$ cat src/rtl/dmem_pkg.sv
// Shared types and constants for the data-memory load/store unit.
package dmem_pkg;

    localparam int BYTE_W = 8;
    localparam int HALF_W = 16;
    localparam int WORD_W = 32;
    localparam int LANES  = WORD_W / BYTE_W;

    // Access size encoding; 2'b11 is not a legal size and is reported as misaligned.
    typedef enum logic [1:0] {
        BYTE = 2'b00,
        HALF = 2'b01,
        WORD = 2'b10
    } size_t;

    typedef enum logic [1:0] {
        IDLE  = 2'b00,
        READ  = 2'b01,
        WRITE = 2'b10,
        RESP  = 2'b11
    } lsu_state_t;

    // True when the access cannot be served by a single aligned word.
    function automatic logic is_misaligned(input logic [1:0] size, input logic [1:0] offset);
        logic bad;
        case (size)
            BYTE:    bad = 1'b0;
            HALF:    bad = offset[0];
            WORD:    bad = (offset != 2'b00);
            default: bad = 1'b1;
        endcase
        return bad;
    endfunction

endpackage

$ cat src/rtl/dmem_lsu_if.sv
// Request/response and dmem port bundle of the load/store unit.
// slave = the load/store unit itself, master = datapath plus memory.
interface dmem_lsu_if;

    logic        req_valid;
    logic        req_ready;
    logic        req_we;
    logic [1:0]  req_size;
    logic        req_unsigned;
    logic [31:0] req_addr;
    logic [31:0] req_wdata;

    logic        rsp_valid;
    logic        rsp_err;
    logic [31:0] rsp_rdata;

    logic        mem_we;
    logic [31:0] mem_a;
    logic [31:0] mem_wd;
    logic [31:0] mem_rd;

    modport slave (
        input  req_valid, req_we, req_size, req_unsigned, req_addr, req_wdata, mem_rd,
        output req_ready, rsp_valid, rsp_err, rsp_rdata, mem_we, mem_a, mem_wd
    );

    modport master (
        output req_valid, req_we, req_size, req_unsigned, req_addr, req_wdata, mem_rd,
        input  req_ready, rsp_valid, rsp_err, rsp_rdata, mem_we, mem_a, mem_wd
    );

endinterface

$ cat src/rtl/dmem_lane_merge.sv
// Combinational byte-lane logic: extract/extend a loaded lane and merge
// store data into the addressed lane(s) of a read word (little-endian).
module dmem_lane_merge
    import dmem_pkg::*;
(
    input  logic [WORD_W-1:0] rd_word,
    input  logic [WORD_W-1:0] new_data,
    input  logic [1:0]        offset,
    input  logic [1:0]        size,
    input  logic              is_unsigned,
    output logic [WORD_W-1:0] ext_data,
    output logic [WORD_W-1:0] merged_word
);

    logic [WORD_W-1:0] shifted_word;
    logic [BYTE_W-1:0] lane_byte;
    logic [HALF_W-1:0] lane_half;
    logic [WORD_W-1:0] repl_data;
    logic [LANES-1:0]  lane_sel;

    // Pick the addressed byte/half and sign- or zero-extend it.
    always_comb begin
        shifted_word = rd_word >> {offset, 3'b000};
        lane_byte    = shifted_word[BYTE_W-1:0];
        lane_half    = offset[1] ? rd_word[WORD_W-1:HALF_W] : rd_word[HALF_W-1:0];
        case (size)
            BYTE:    ext_data = {{(WORD_W-BYTE_W){~is_unsigned & lane_byte[BYTE_W-1]}}, lane_byte};
            HALF:    ext_data = {{(WORD_W-HALF_W){~is_unsigned & lane_half[HALF_W-1]}}, lane_half};
            default: ext_data = rd_word;
        endcase
    end

    // Replicate the right-aligned store data across every lane it could land in.
    always_comb begin
        case (size)
            BYTE:    repl_data = {LANES{new_data[BYTE_W-1:0]}};
            HALF:    repl_data = {2{new_data[HALF_W-1:0]}};
            default: repl_data = new_data;
        endcase
    end

    // Per-lane select: only addressed lanes take new data, the rest keep the old word.
    generate
        for (genvar gi = 0; gi < LANES; gi++) begin : g_lane
            assign lane_sel[gi] = (size == BYTE) ? (offset == 2'(gi)) :
                                  (size == HALF) ? (offset[1] == (gi >= 2)) :
                                                   1'b1;
            assign merged_word[gi*BYTE_W +: BYTE_W] = lane_sel[gi] ?
                                                      repl_data[gi*BYTE_W +: BYTE_W] :
                                                      rd_word[gi*BYTE_W +: BYTE_W];
        end
    endgenerate

endmodule

$ cat src/rtl/dmem_lsu.sv
// Load/store unit: serves byte/half/word accesses against a word-only dmem,
// using read-modify-write for sub-word stores. One request in flight.
module dmem_lsu
    import dmem_pkg::*;
(
    input  logic      clk,
    input  logic      reset_n,
    dmem_lsu_if.slave bus
);

    lsu_state_t  state_reg, state_next;

    // Latched request. wdata_reg first holds the store data and, after READ,
    // the merged word that WRITE puts on the bus.
    logic [31:0] addr_reg;
    logic [1:0]  size_reg;
    logic        we_reg;
    logic        uns_reg;
    logic [31:0] wdata_reg;

    logic        rsp_err_reg;
    logic [31:0] rsp_rdata_reg;

    logic        req_bad;
    logic [31:0] ext_data;
    logic [31:0] merged_word;
    logic [31:0] aligned_addr;

    assign req_bad      = is_misaligned(bus.req_size, bus.req_addr[1:0]);
    assign aligned_addr = {addr_reg[31:2], 2'b00};

    dmem_lane_merge u_lane_merge (
        .rd_word     (bus.mem_rd),
        .new_data    (wdata_reg),
        .offset      (addr_reg[1:0]),
        .size        (size_reg),
        .is_unsigned (uns_reg),
        .ext_data    (ext_data),
        .merged_word (merged_word)
    );

    // State register; reset aborts whatever is in flight.
    always_ff @(posedge clk) begin
        if (!reset_n) begin
            state_reg <= IDLE;
        end else begin
            state_reg <= state_next;
        end
    end

    // Next-state decode.
    always_comb begin
        state_next = state_reg;
        case (state_reg)
            IDLE: begin
                if (bus.req_valid) begin
                    if (req_bad) begin
                        state_next = RESP;
                    end else if (bus.req_we && (bus.req_size == WORD)) begin
                        state_next = WRITE;
                    end else begin
                        state_next = READ;
                    end
                end
            end
            READ:    state_next = we_reg ? WRITE : RESP;
            WRITE:   state_next = RESP;
            RESP:    state_next = IDLE;
            default: state_next = IDLE;
        endcase
    end

    // Request capture and response registers; response fields are only
    // non-zero during the RESP cycle.
    always_ff @(posedge clk) begin
        if (!reset_n) begin
            addr_reg      <= '0;
            size_reg      <= '0;
            we_reg        <= 1'b0;
            uns_reg       <= 1'b0;
            wdata_reg     <= '0;
            rsp_err_reg   <= 1'b0;
            rsp_rdata_reg <= '0;
        end else begin
            rsp_err_reg   <= 1'b0;
            rsp_rdata_reg <= '0;
            case (state_reg)
                IDLE: begin
                    if (bus.req_valid) begin
                        addr_reg    <= bus.req_addr;
                        size_reg    <= bus.req_size;
                        we_reg      <= bus.req_we;
                        uns_reg     <= bus.req_unsigned;
                        wdata_reg   <= bus.req_wdata;
                        rsp_err_reg <= req_bad;
                    end
                end
                READ: begin
                    if (we_reg) begin
                        wdata_reg <= merged_word;
                    end else begin
                        rsp_rdata_reg <= ext_data;
                    end
                end
                default: begin
                end
            endcase
        end
    end

    // Outputs: the memory port is idle (all zero) outside READ/WRITE.
    always_comb begin
        bus.req_ready = reset_n && (state_reg == IDLE);
        bus.rsp_valid = (state_reg == RESP);
        bus.rsp_err   = rsp_err_reg;
        bus.rsp_rdata = rsp_rdata_reg;
        bus.mem_we    = 1'b0;
        bus.mem_a     = '0;
        bus.mem_wd    = '0;
        case (state_reg)
            READ: begin
                bus.mem_a = aligned_addr;
            end
            WRITE: begin
                bus.mem_we = 1'b1;
                bus.mem_a  = aligned_addr;
                bus.mem_wd = wdata_reg;
            end
            default: begin
            end
        endcase
    end

endmodule

$ cat src/flat_wrapper.sv
// flat-port wrapper written by rule: the top's interface ports become plain ports
module dmem_lsu_flat import dmem_pkg::*;
  (clk, reset_n, bus_req_valid, bus_req_we, bus_req_size, bus_req_unsigned, bus_req_addr, bus_req_wdata, bus_mem_rd, bus_req_ready, bus_rsp_valid, bus_rsp_err, bus_rsp_rdata, bus_mem_we, bus_mem_a, bus_mem_wd);
  dmem_lsu_if bus_i ();
  input  logic clk;
  input  logic reset_n;
  input wire logic [$bits(bus_i.req_valid)-1:0] bus_req_valid;
  input wire logic [$bits(bus_i.req_we)-1:0] bus_req_we;
  input wire logic [$bits(bus_i.req_size)-1:0] bus_req_size;
  input wire logic [$bits(bus_i.req_unsigned)-1:0] bus_req_unsigned;
  input wire logic [$bits(bus_i.req_addr)-1:0] bus_req_addr;
  input wire logic [$bits(bus_i.req_wdata)-1:0] bus_req_wdata;
  input wire logic [$bits(bus_i.mem_rd)-1:0] bus_mem_rd;
  output wire logic [$bits(bus_i.req_ready)-1:0] bus_req_ready;
  output wire logic [$bits(bus_i.rsp_valid)-1:0] bus_rsp_valid;
  output wire logic [$bits(bus_i.rsp_err)-1:0] bus_rsp_err;
  output wire logic [$bits(bus_i.rsp_rdata)-1:0] bus_rsp_rdata;
  output wire logic [$bits(bus_i.mem_we)-1:0] bus_mem_we;
  output wire logic [$bits(bus_i.mem_a)-1:0] bus_mem_a;
  output wire logic [$bits(bus_i.mem_wd)-1:0] bus_mem_wd;
  assign bus_i.req_valid = bus_req_valid;
  assign bus_i.req_we = bus_req_we;
  assign bus_i.req_size = bus_req_size;
  assign bus_i.req_unsigned = bus_req_unsigned;
  assign bus_i.req_addr = bus_req_addr;
  assign bus_i.req_wdata = bus_req_wdata;
  assign bus_i.mem_rd = bus_mem_rd;
  assign bus_req_ready = bus_i.req_ready;
  assign bus_rsp_valid = bus_i.rsp_valid;
  assign bus_rsp_err = bus_i.rsp_err;
  assign bus_rsp_rdata = bus_i.rsp_rdata;
  assign bus_mem_we = bus_i.mem_we;
  assign bus_mem_a = bus_i.mem_a;
  assign bus_mem_wd = bus_i.mem_wd;
  dmem_lsu u_core (.clk(clk), .reset_n(reset_n), .bus(bus_i));
endmodule
$ cat config.mk
export PLATFORM = sky130hd
export DESIGN_NAME = dmem_lsu_flat
export DESIGN_NICKNAME = d
export VERILOG_FILES = /design/src/rtl/dmem_pkg.sv /design/src/rtl/dmem_lsu_if.sv /design/src/rtl/dmem_lane_merge.sv /design/src/rtl/dmem_lsu.sv /design/src/flat_wrapper.sv
export SDC_FILE = /design/constraint.sdc
export NUM_CORES = 1
export LEC_CHECK = 0
export BUFFER_PORTS_ARGS = -buffer_cell sky130_fd_sc_hd__buf_2
export CORE_UTILIZATION = 30
export CTS_CLUSTER_DIAMETER = 40
export DETAILED_ROUTE_END_ITERATION = 8
export GPL_TIMING_DRIVEN = 0
export HOLD_SLACK_MARGIN = 0.08
export PLACE_DENSITY = 0.63
export SLEW_MARGIN = 20
export SYNTH_ARGS = -nofsm -noshare
export SYNTH_HDL_FRONTEND = slang
export SYNTH_SLANG_ARGS = --single-unit
$ cat constraint.sdc
create_clock -name clk -period 3.9 [get_ports clk]
set_input_delay 0.585 -clock clk [delete_from_list [all_inputs] [get_ports clk]]
set_output_delay 0.585 -clock clk [all_outputs]
set_load 0.005 [all_outputs]
Word-level counts from Yosys, hierarchy flattened
Cells that the tools add are included.
Widths: inputs -> output; s select.
- flip-flop bits (word level): 103
- word-level logic and storage cells: 75
- input bits: 103
- output and inout bits: 100
- bitwise logic cells: 6
- equality and inequality tests: 16
- reduce and logical (&&, ||, !) cells: 16
- shift-type cells: 1
- multiplexer cells: 25
- operators with widths (cell ; count):
    $pmux 32 s2 ; 3
    $mux 32 ; 4
    $mux 8 ; 4
    $shr 32x5->8 ; 1
    $mux 16 ; 1
    $reduce_and 4->1 ; 3
    $eq 2x2->1 const B ; 5
    $eq 2x1->1 const B ; 4
    $logic_not 2->1 ; 4
    $mux 1 ; 8
    $ne 4x4->1 const B ; 2
    $pmux 2 s4 ; 1
    $mux 2 ; 3
    $ne 3x3->1 const B ; 2
    $reduce_and 5->1 ; 1
    $ne 2x2->1 const B ; 2
    $not 1->1 ; 4
    $reduce_bool 2->1 ; 2
    $pmux 1 s3 ; 1
    $reduce_and 3->1 ; 1
    $reduce_or 3->1 ; 1
    $and 1x1->1 ; 2
    $logic_and 1x1->1 ; 2
    $ne 2x1->1 const B ; 1
    2 further kinds ; 2

Depth between registers and ports, before layout
Gate-level depths: netlist (run 1).
- word-level depth: 6
- mapped depth: 8
- mapped depth without buffers: 6

Hierarchy
Synthesis (run 1) repeated with hierarchy kept, for this count alone.
- cells, all modules: 668
- area, all modules: 5954.5 sq um
- by module, submodules not included (module ; instances ; sequential area each (sq um) ; cells an instance ; area each (sq um)):
    dmem_lsu ; 1 ; 2062.0 ; 475 ; 4413.0
    dmem_lane_merge ; 1 ; 0.0 ; 193 ; 1541.5

Worst setup path before layout (run 1)
Ideal clock, no wire load.
- path kind: reg2reg
- start point: register u_core.state_reg[1]
- end point: register u_core.wdata_reg[16]
- required time: 3.824 ns
- period minus slack after synthesis: 1.683 ns
- slack: 2.217 ns
- cell stages (with the launch flop): 9
- path buffers: 2
- library setup time: 0.076 ns
- data arrival time: 1.607 ns
- cells stage by stage: dfxtp_1 inv_1 ha_1 buf_2 nand3b_1 a21oi_1 clkbuf_1 o211ai_1 o22ai_1
- longest elaborated chain between the ends: 3
- elaborated cells on any way between the ends: 8
- those cells by class: eq/ne: 4; mux: 1; reduce/logical: 3
- RTL lines (item ; line ; text):
    start, declared ; dmem_lsu.sv:11 ; lsu_state_t state_reg, state_next;
    start signal, assigned ; dmem_lsu.sv:47 ; state_reg <= state_next;
    $eq 2x1->1 / $logic_not 2->1 (equally long branches) ; dmem_lsu.sv:87 ; case (state_reg)
    $ne 4x4->1 (no source line) (tied with other cells) ; n/a ;
    $reduce_and 4->1 (no source line) ; n/a ;
    end signal, assigned ; dmem_lsu.sv:94 ; wdata_reg <= bus.req_wdata;
    end signal, assigned ; dmem_lsu.sv:100 ; wdata_reg <= merged_word;
    end, declared ; dmem_lsu.sv:19 ; logic [31:0] wdata_reg;
Parallel ways exist; a longest one is shown, timed or not.
A chain may end at the register's enable or synchronous reset.

Worst setup path after layout (run 1)
- start point: register u_core.state_reg[0]
- end point: output bus_mem_wd[15]
- longest elaborated chain between the ends: 2
- RTL lines (item ; line ; text):
    $eq 2x2->1 ; dmem_lsu.sv:120 ; case (state_reg)
    $mux 32 ; dmem_lsu.sv:120 ;
    end, declared ; flat_wrapper.sv:20 ; output wire logic [$bits(bus_i.mem_wd)-1:0] bus_mem_wd;
No other way between the ends.

==> flow_metrics.env, run 1 <==
export IMPL_final_nets=952
export IMPL_cts_root_buf="clkbuf_16"
export IMPL_setup_slack_ps=1400
export IMPL_use_met1_pct=24.1
export IMPL_reg2reg_slack_ps=1650
export IMPL_cpPeakStageDelay_ps=400
export IMPL_top_usage_layer="met2"
export IMPL_hp_class="in2reg"
export IMPL_rsz0062_at_grt="false"
export IMPL_crit_family="buffers and inverters"
export IMPL_cts_setup_buffers=0
export IMPL_final_hold_viol_count=0
export IMPL_synth_edf_count=0
export IMPL_drc_errors=0
export IMPL_synth_top_area_share_pct=39.7
export IMPL_timing_hold_ws_ps=449
export IMPL_drtIter0Drc=301
export IMPL_drt_antenna_violating_nets=0
export IMPL_setup_viol=0
export IMPL_power_mw=4.20
export IMPL_portBuffers=199
export IMPL_antenna_found_initial=1
export IMPL_cts_max_path_buffers=2
export IMPL_ys_types=44
export IMPL_grt_pass1_wl_um=26800
export IMPL_cp_start_kind="flip-flop"
export IMPL_grt_remaining_overflow=0
export IMPL_worstSetupPathType="reg2out"
export IMPL_numCtsBuffers=9
export IMPL_postSynthCellCount=633
export IMPL_vias_per_cell=4.98
export IMPL_holdBufCountCts=0
export IMPL_ctsResizeCount=0
export IMPL_netlist_area_um2=5200
export IMPL_rows=47
export IMPL_most_common_layout_cells="buf_2 (213), nand2_1 (134), dfxtp_1 (103), and2_1 (76), a21boi_0 (37)"
export IMPL_area_delta_synth_final_pct=30.5
export IMPL_grt_max_degree=19
export IMPL_track_usage_pct=19.7
export IMPL_die_w_um=134
export IMPL_placed_area_um2=6470
export IMPL_fin_crit_sh_pct=64.1
export IMPL_nFillCells=1796
export IMPL_ys_seq_elements=103
export IMPL_finClkSkew_ps=9.28
export IMPL_ys_top_cells_by_area="dfxtp_1 (40%), nand2_1 (9.7%), and2_1 (9.1%), a21boi_0 (5.3%), mux2i_1 (3.3%)"
export IMPL_async_flop_share_pct=0
export IMPL_vias=5325
export IMPL_cp_arrival_ps=1920
export IMPL_initial_core_util_pct=31.0
export IMPL_status="finished clean"
export IMPL_fin_tns_setup_ps=0
export IMPL_ff2ff_path_depth=8
export IMPL_fmax_mhz=400
export IMPL_cap_violations=0
export IMPL_cts_sinks=103
export IMPL_power_density_nw_per_um2=620
export IMPL_relSlewSlack_pct=49.2
export IMPL_slew_viol_final=0
export IMPL_crit_buf_inv=3
export IMPL_cts_tree="done"
export IMPL_yosysWarnings=0
export IMPL_required_ps=3310
export IMPL_use_met2_pct=32.0
export IMPL_drive_above_1_share_pct=30.9
export IMPL_num_io_pins=203
export IMPL_dp_hpwl_um=13900
export IMPL_avgSynthCellArea_um2=8.21
export IMPL_worstSetupPathDepth=5
export IMPL_gp_congestion=0.906
export IMPL_core_um2=16800
export IMPL_design_area_um2=6780
export IMPL_synth_seq_area_share_pct=39.7
export IMPL_p_leak_nw=3.08
export IMPL_whs_path_depth=3
export IMPL_die_area_um2=17900
export IMPL_clock_latency_ps=360
export IMPL_post_place_ws_ps=1630
export IMPL_clkSlewWorstSetupHoldPaths_ps=70
export IMPL_routedWlPerCell_um=16.7
export IMPL_ys_flop_type="dfxtp_1"
export IMPL_grt_pass1_vias=5004
export IMPL_period_minus_slack_ps=2500
export IMPL_firstDrtPassIters=6
export IMPL_n_antenna_cell=0
export IMPL_yosysTopAreaCell="dfxtp_1"
export IMPL_routed_wl_um=17800
export IMPL_met3_usage_pct=5.94
export IMPL_cpMaxStageDelayCell="clkbuf_1"
export IMPL_endpoint_kind="output pin"
export IMPL_layout_commonest_cell="buf_2"
export IMPL_critPathMaxFanout=10
export IMPL_crit_chain="inv_1 -> ha_1 -> clkbuf_1 -> and2_1 -> buf_2"
export IMPL_worstMarginPinSlew_ps=756
export IMPL_ir_worst_vdd_uv=271
export IMPL_die_h_um=134
export IMPL_htreeDepth=3
## routing by layer
layer  up-vias  part of all wire (%)
li1       2600                     -
met1      2448                    43
met2       247                    45
met3        30                   9.4
met4         0                   2.8
met5         -                     0
## stage by stage
| stage | util (%) | cells |
|---|---|---|
| 2_1_floorplan | - | 634 |
| 3_3_place_gp | 38.6 | 1053 |
| 3_5_place_dp | 38.6 | 1053 |
| 4_1_cts | 40.5 | 1069 |
| 5_1_grt | 40.5 | 1069 |
| 6_report | 40.5 | 1069 |
## final cells by class
| cell class | count | area (µm²) | area share (%) |
|---|---|---|---|
| inverters | 7 | 26.3 | 0.387 |
| flip-flops and latches | 103 | 2060 | 30.4 |
| repair buffers | 199 | 996 | 14.7 |
| clock buffers | 10 | 229 | 3.38 |
| multi-input cells | 471 | 2870 | 42.3 |
| well taps | 220 | 275 | 4.06 |
| clock inverters | 6 | 80.1 | 1.18 |
| plain buffers | 53 | 243 | 3.58 |
## worst min-delay path: stages
cell and delay (ps):
buf_2 70, nand2_1 40, o211ai_1 70
## worst paths after layout
check	end	from
max	bus_mem_wd[15]	u_core.state_reg[0]
min	u_core.wdata_reg[8]	bus_req_wdata[8]
max reg2reg	u_core.wdata_reg[16]	u_core.state_reg[1]
min reg2reg	u_core.addr_reg[5]	u_core.addr_reg[5]
## cells by family after synthesis
kind of cell | share of synthesized area (%)
buffers and inverters | 5.17
multiplexers | 7.03
flip-flops | 39.7
adder cells (fa/ha/maj) | 1.20
other | 0.0721
AND/OR/NAND/NOR | 25.9
AO/OA/AOI/OAI | 20.9
## cell usage after synthesis (5+ instances only)
master	instances
mux2_2	15
o22ai_1	8
dfxtp_1	103
nand2_1	134
nand2b_1	5
nor3_1	5
ha_1	5
a222oi_1	7
mux2i_1	17
clkbuf_1	32
a31oi_1	8
buf_2	14
a221oi_1	8
o31ai_1	8
o211ai_1	16
o21ai_0	9
a21oi_1	27
nor2b_1	20
a21boi_0	37
inv_1	6
and2_1	76
nor2_1	19
a22oi_1	7
nand4_1	11
a21oi_2	10
## where the power goes
group	internal (mW)	leakage [nW]	total [mW]	switching, mW
combinational	0.692	2.09	1.80	1.10
sequential	1.31	0.842	1.46	0.149
clock	0.509	0.146	0.948	0.440
Note: power is estimated with default switching activity, not from simulation.
==> inputs of run 2 (changes only) <==
--- a/config.mk
+++ b/config.mk
@@ -11,7 +11,7 @@
 export DETAILED_ROUTE_END_ITERATION = 8
 export GPL_TIMING_DRIVEN = 0
 export HOLD_SLACK_MARGIN = 0.08
-export PLACE_DENSITY = 0.63
+export PLACE_DENSITY = 0.65
 export SLEW_MARGIN = 20
 export SYNTH_ARGS = -nofsm -noshare
 export SYNTH_HDL_FRONTEND = slang
==> constraint.sdc (replaced) <==
create_clock -name clk -period 2.1 [get_ports clk]
set_input_delay 0.315 -clock clk [delete_from_list [all_inputs] [get_ports clk]]
set_output_delay 0.315 -clock clk [all_outputs]
set_load 0.005 [all_outputs]
==> flow_metrics.env, run 2 (same netlist as run 1, synthesis figures left out) <==
export IMPL_cts_sinks=103
export IMPL_grt_pass1_vias=5024
export IMPL_cp_arrival_ps=1700
export IMPL_clock_latency_ps=360
export IMPL_antenna_found_initial=0
export IMPL_required_ps=1780
export IMPL_initial_core_util_pct=31.0
export IMPL_p_leak_nw=3.14
export IMPL_holdBufCountCts=0
export IMPL_p_int_mw=4.78
export IMPL_most_common_layout_cells="buf_2 (215), nand2_1 (134), dfxtp_1 (103), and2_1 (76), a21boi_0 (37)"
export IMPL_setup_viol=0
export IMPL_worstMarginPinSlew_ps=722
export IMPL_die_w_um=134
export IMPL_routed_wl_um=17700
export IMPL_track_usage_pct=19.9
export IMPL_design_area_um2=6850
export IMPL_area_delta_synth_final_pct=31.7
export IMPL_final_hold_viol_count=0
export IMPL_grt_pass1_wl_um=27100
export IMPL_status="finished clean"
export IMPL_top_usage_layer="met2"
export IMPL_relSlewSlack_pct=51.5
export IMPL_hp_class="in2reg"
export IMPL_whs_path_depth=3
export IMPL_grt_max_degree=18
export IMPL_firstDrtPassIters=5
export IMPL_cts_tree="done"
export IMPL_use_met1_pct=25.1
export IMPL_routedWlPerCell_um=16.5
export IMPL_rows=47
export IMPL_holdPathEnd="u_core.wdata_reg[11]"
export IMPL_htreeDepth=3
export IMPL_power_density_nw_per_um2=1160
export IMPL_reg2reg_slack_ps=170
export IMPL_portBuffers=199
export IMPL_hp_start="bus_req_wdata[11]"
export IMPL_crit_buf_inv=3
export IMPL_power_mw=7.92
export IMPL_power_switching_mw=3.14
export IMPL_layout_commonest_cell="buf_2"
export IMPL_fin_crit_sh_pct=96.2
export IMPL_crit_family="buffers and inverters"
export IMPL_num_io_pins=203
export IMPL_vias=5248
export IMPL_fmax_mhz=495
export IMPL_met3_usage_pct=5.40
export IMPL_clkSlewWorstSetupHoldPaths_ps=80
export IMPL_gp_congestion=0.935
export IMPL_regToRegStartpoint="u_core.state_reg[1]"
export IMPL_slew_viol_final=0
export IMPL_ir_worst_vdd_uv=688
export IMPL_use_met2_pct=31.3
export IMPL_drtIter0Drc=394
export IMPL_vias_per_cell=4.90
export IMPL_p_clk_share_pct=22.1
export IMPL_cts_max_path_buffers=2
export IMPL_ff2ff_path_depth=7
export IMPL_cts_root_buf="clkbuf_16"
export IMPL_drt_antenna_violating_nets=0
export IMPL_n_antenna_cell=0
export IMPL_drive_above_1_share_pct=33.3
export IMPL_pwr_share_seq_pct=34.2
export IMPL_critPathMaxFanout=10
export IMPL_core_um2=16800
export IMPL_rsz0062_at_grt="true"
export IMPL_regToRegEndpoint="u_core.bus.rsp_rdata[11]"
export IMPL_crit_chain="inv_1 -> ha_1 -> clkbuf_4 -> and2_1 -> buf_2"
export IMPL_die_h_um=134
export IMPL_numCtsBuffers=9
export IMPL_endpoint_kind="output pin"
export IMPL_grt_remaining_overflow=0
export IMPL_cp_start_kind="flip-flop"
export IMPL_drc_errors=0
export IMPL_period_minus_slack_ps=2020
export IMPL_dp_hpwl_um=13900
export IMPL_cpMaxStageDelayCell="dfxtp_1"
export IMPL_die_area_um2=17900
export IMPL_worstSetupPathType="reg2out"
export IMPL_cpPeakStageDelay_ps=390
export IMPL_placed_area_um2=6470
export IMPL_finClkSkew_ps=12.8
export IMPL_cap_violations=0
export IMPL_pwr_share_comb_pct=43.7
export IMPL_swShare_pct=39.7
export IMPL_final_nets=953
## run 2: layer usage
layer	part of all wire, %	vias to the layer above	wire length (µm)
met2	44	244	7810
met3	8.5	35	1500
met4	3.1	0	556
met5	0	-	0
li1	-	2602	-
met1	44	2367	7780
## run 2: worst min-delay path, stage by stage
cell and delay (ps):
buf_2 80, nand2_1 50, o211ai_1 80
## run 2: power by group through the flow
| stage | sequential [mW] | combinational (mW) | clock (mW) |
|---|---|---|---|
| after floorplan | 2.66 | 2.20 | 0 |
| after global placement | 2.73 | 3.31 | 0 |
| final | 2.71 | 3.46 | 1.75 |
| after CTS | 2.70 | 3.39 | 1.79 |
| after global routing | 2.76 | 3.86 | 1.87 |
| after detailed placement | 2.74 | 3.33 | 0 |
## run 2: worst max-delay path by stage
stage | from | end | slack, ps | cells after the start
2_1_floorplan | u_core.state_reg[1] | u_core.wdata_reg[16] | 420 | 8
3_3_place_gp | u_core.state_reg[1] | u_core.wdata_reg[18] | -110 | 8
3_5_place_dp | u_core.state_reg[1] | u_core.wdata_reg[16] | -130 | 8
4_1_cts | u_core.state_reg[0] | u_core.addr_reg[30] | 0.8 | 7
5_1_grt | u_core.state_reg[0] | bus_mem_a[6] | -20 | 5
6_report | u_core.state_reg[0] | bus_mem_a[6] | 80 | 5
## run 2: final cells by class
cell class | count | area (µm²)
plain buffers | 53 | 269
clock buffers | 11 | 243
clock inverters | 5 | 65.1
fillers | 1759 | 9910
inverters | 7 | 26.3
multi-input cells | 471 | 2910
flip-flops and latches | 103 | 2060
well taps | 220 | 275
repair buffers | 200 | 1000
## run 2: metrics by stage
| stage | instances | setup slack [ps] | hold slack [ps] | util (%) | setup TNS [ps] |
|---|---|---|---|---|---|
| 3_3_place_gp | 1053 | -106 | 446 | 38.6 | -863 |
| 5_1_grt | 1070 | -21.3 | 197 | 40.9 | -142 |
| 2_1_floorplan | 634 | 417 | 439 | - | 0 |
| 3_5_place_dp | 1053 | -128 | 452 | 38.6 | -1050 |
| 6_report | 1070 | 80.3 | 189 | 40.9 | 0 |
| 4_1_cts | 1069 | 0.772 | 180 | 40.6 | 0 |
## run 2: repair_timing
action	in CTS	in global routing
endpoints found under the setup margin	65	82
buffers inserted	0	1
pin swaps	0	1
resized for setup	10	25
cloned	0	0
==> inputs of run 3 (changes only) <==
==> constraint.sdc (replaced) <==
create_clock -name clk -period 2.1 [get_ports clk]
set_input_delay 0.315 -clock clk [delete_from_list [all_inputs] [get_ports clk]]
set_output_delay 0.315 -clock clk [all_outputs]
set_load 0.02 [all_outputs]
==> flow_metrics.env, run 3 (same netlist as run 1, synthesis figures left out) <==
export IMPL_drtIter0Drc=361
export IMPL_vias=5239
export IMPL_fin_crit_sh_pct=93.4
export IMPL_crit_buf_inv=3
export IMPL_dp_cells=1053
export IMPL_cts_tree="done"
export IMPL_crit_chain="inv_2 -> ha_4 -> clkbuf_4 -> and2_1 -> buf_2"
export IMPL_cp_arrival_ps=1650
export IMPL_initial_core_util_pct=31.0
export IMPL_placed_area_um2=6470
export IMPL_track_usage_pct=19.9
export IMPL_die_area_um2=17900
export IMPL_area_delta_synth_final_pct=32.3
export IMPL_final_hold_viol_count=0
export IMPL_status="finished clean"
export IMPL_dp_hpwl_um=13900
export IMPL_grt_pass1_wl_um=27100
export IMPL_clock_latency_ps=350
export IMPL_cpMaxStageDelayCell="dfxtp_1"
export IMPL_nFillCells=1756
export IMPL_crit_start="u_core.state_reg[0]"
export IMPL_cp_start_kind="flip-flop"
export IMPL_routedWlPerCell_um=16.5
export IMPL_cts_root_buf="clkbuf_16"
export IMPL_grt_pass1_vias=5024
export IMPL_routed_wl_um=17600
export IMPL_cap_violations=0
export IMPL_slew_viol_final=0
export IMPL_finClkSkew_ps=12.5
export IMPL_relSlewSlack_pct=52.6
export IMPL_stdcell_count=1070
export IMPL_setup_viol=0
export IMPL_worstMarginPinSlew_ps=706
export IMPL_endpoint_kind="output pin"
export IMPL_whs_path_depth=3
export IMPL_drt_antenna_violating_nets=0
export IMPL_p_leak_nw=3.14
export IMPL_fin_tns_setup_ps=0
export IMPL_drc_errors=0
export IMPL_htreeDepth=3
export IMPL_holdPathEnd="u_core.wdata_reg[8]"
export IMPL_rows=47
export IMPL_design_area_um2=6880
export IMPL_grt_remaining_overflow=0
export IMPL_final_nets=953
export IMPL_hp_start="bus_req_wdata[8]"
export IMPL_die_w_um=134
export IMPL_most_common_layout_cells="buf_2 (213), nand2_1 (134), dfxtp_1 (102), and2_1 (76), a21boi_0 (37)"
export IMPL_drive_above_1_share_pct=33.6
export IMPL_period_minus_slack_ps=1960
export IMPL_clkSlewWorstSetupHoldPaths_ps=80
export IMPL_vias_per_cell=4.90
export IMPL_ir_worst_vdd_uv=668
export IMPL_holdBufCountCts=0
export IMPL_cpPeakStageDelay_ps=400
export IMPL_n_antenna_cell=0
export IMPL_regToRegStartpoint="u_core.state_reg[1]"
export IMPL_portBuffers=199
export IMPL_firstDrtPassIters=7
export IMPL_cts_sinks=103
export IMPL_ff2ff_path_depth=8
export IMPL_numCtsBuffers=9
export IMPL_fmax_mhz=510
export IMPL_gp_congestion=0.935
export IMPL_worstSetupPathType="reg2out"
export IMPL_antenna_found_initial=0
export IMPL_die_h_um=134
export IMPL_crit_family="buffers and inverters"
export IMPL_layout_commonest_cell="buf_2"
export IMPL_core_um2=16800
export IMPL_cts_max_path_buffers=2
export IMPL_num_io_pins=203
export IMPL_utilization_pct=41.0
export IMPL_power_density_nw_per_um2=1210
export IMPL_regToRegEndpoint="u_core.wdata_reg[16]"
export IMPL_reg2reg_slack_ps=180
export IMPL_hp_class="in2reg"
export IMPL_critPathMaxFanout=10
export IMPL_grt_max_degree=18
export IMPL_required_ps=1780
-- run 3: cell types whose count changed in the layout (fill, tap and decap cells not counted), sizes merged --
cell / before / now
buf: 222 / 221
clkbuf: 42 / 43
-- run 3: through the flow --
| stage | worst slack (ps) | power [mW] | hold WS [ps] |
|---|---|---|---|
| floorplan | 417 | 5.20 | 439 |
| global placement | -106 | 6.38 | 446 |
| detailed placement | -128 | 6.41 | 452 |
| CTS | 0.772 | 8.23 | 180 |
| global route | -8.58 | 8.91 | 197 |
| finish | 139 | 8.34 | 187 |
-- run 3: per-layer routing --
layer	part of all wire (%)	global-route usage, %	vias to the layer above
li1	-	-	2598
met1	44	25.1	2358
met2	44	31.3	246
met3	8.3	5.40	37
met4	3.2	9.41	0
met5	0	0	-
-- run 3: area by class of cell --
cell class	count	area, µm²	share of cell area (%)
Inverter	7	26.3	0.382
Buffer	53	274	3.98
Timing Repair Buffer	200	1000	14.6
Sequential cell	103	2060	30.0
Tap cell	220	275	4.00
Clock buffer	11	243	3.53
Multi-Input combinational cell	471	2930	42.6
Clock inverter	5	65.1	0.946
-- run 3: worst register-to-register path: stages (launching register included) --
cell and delay [ps]:
dfxtp_2 350, inv_1 140, ha_1 210, clkbuf_4 230, nand3b_1 160, a21oi_4 220, buf_2 250, o211ai_1 110
o22ai_1 170
-- run 3: worst max-delay path by stage --
stage	end	slack [ps]	depth (start not counted)
floorplan	u_core.wdata_reg[16]	420	8
global placement	u_core.wdata_reg[18]	-110	8
detailed placement	u_core.wdata_reg[16]	-130	8
CTS	u_core.addr_reg[30]	0.8	7
global route	u_core.wdata_reg[21]	-9	8
finish	bus_mem_a[30]	140	5
-- run 3: timing repair --
item / 4_1_cts / 5_1_grt
buffers inserted: 0 / 1
gates resized for setup: 11 / 30
endpoints found under the setup margin: 75 / 97
pin swaps: 0 / 1
gates cloned: 0 / 0
-- run 3: power by group --
part | switching (mW) | total (mW) | leakage, nW | internal [mW]
clock network | 0.787 | 1.76 | 0.144 | 0.969
logic | 2.43 | 3.87 | 2.15 | 1.44
registers | 0.280 | 2.72 | 0.842 | 2.44
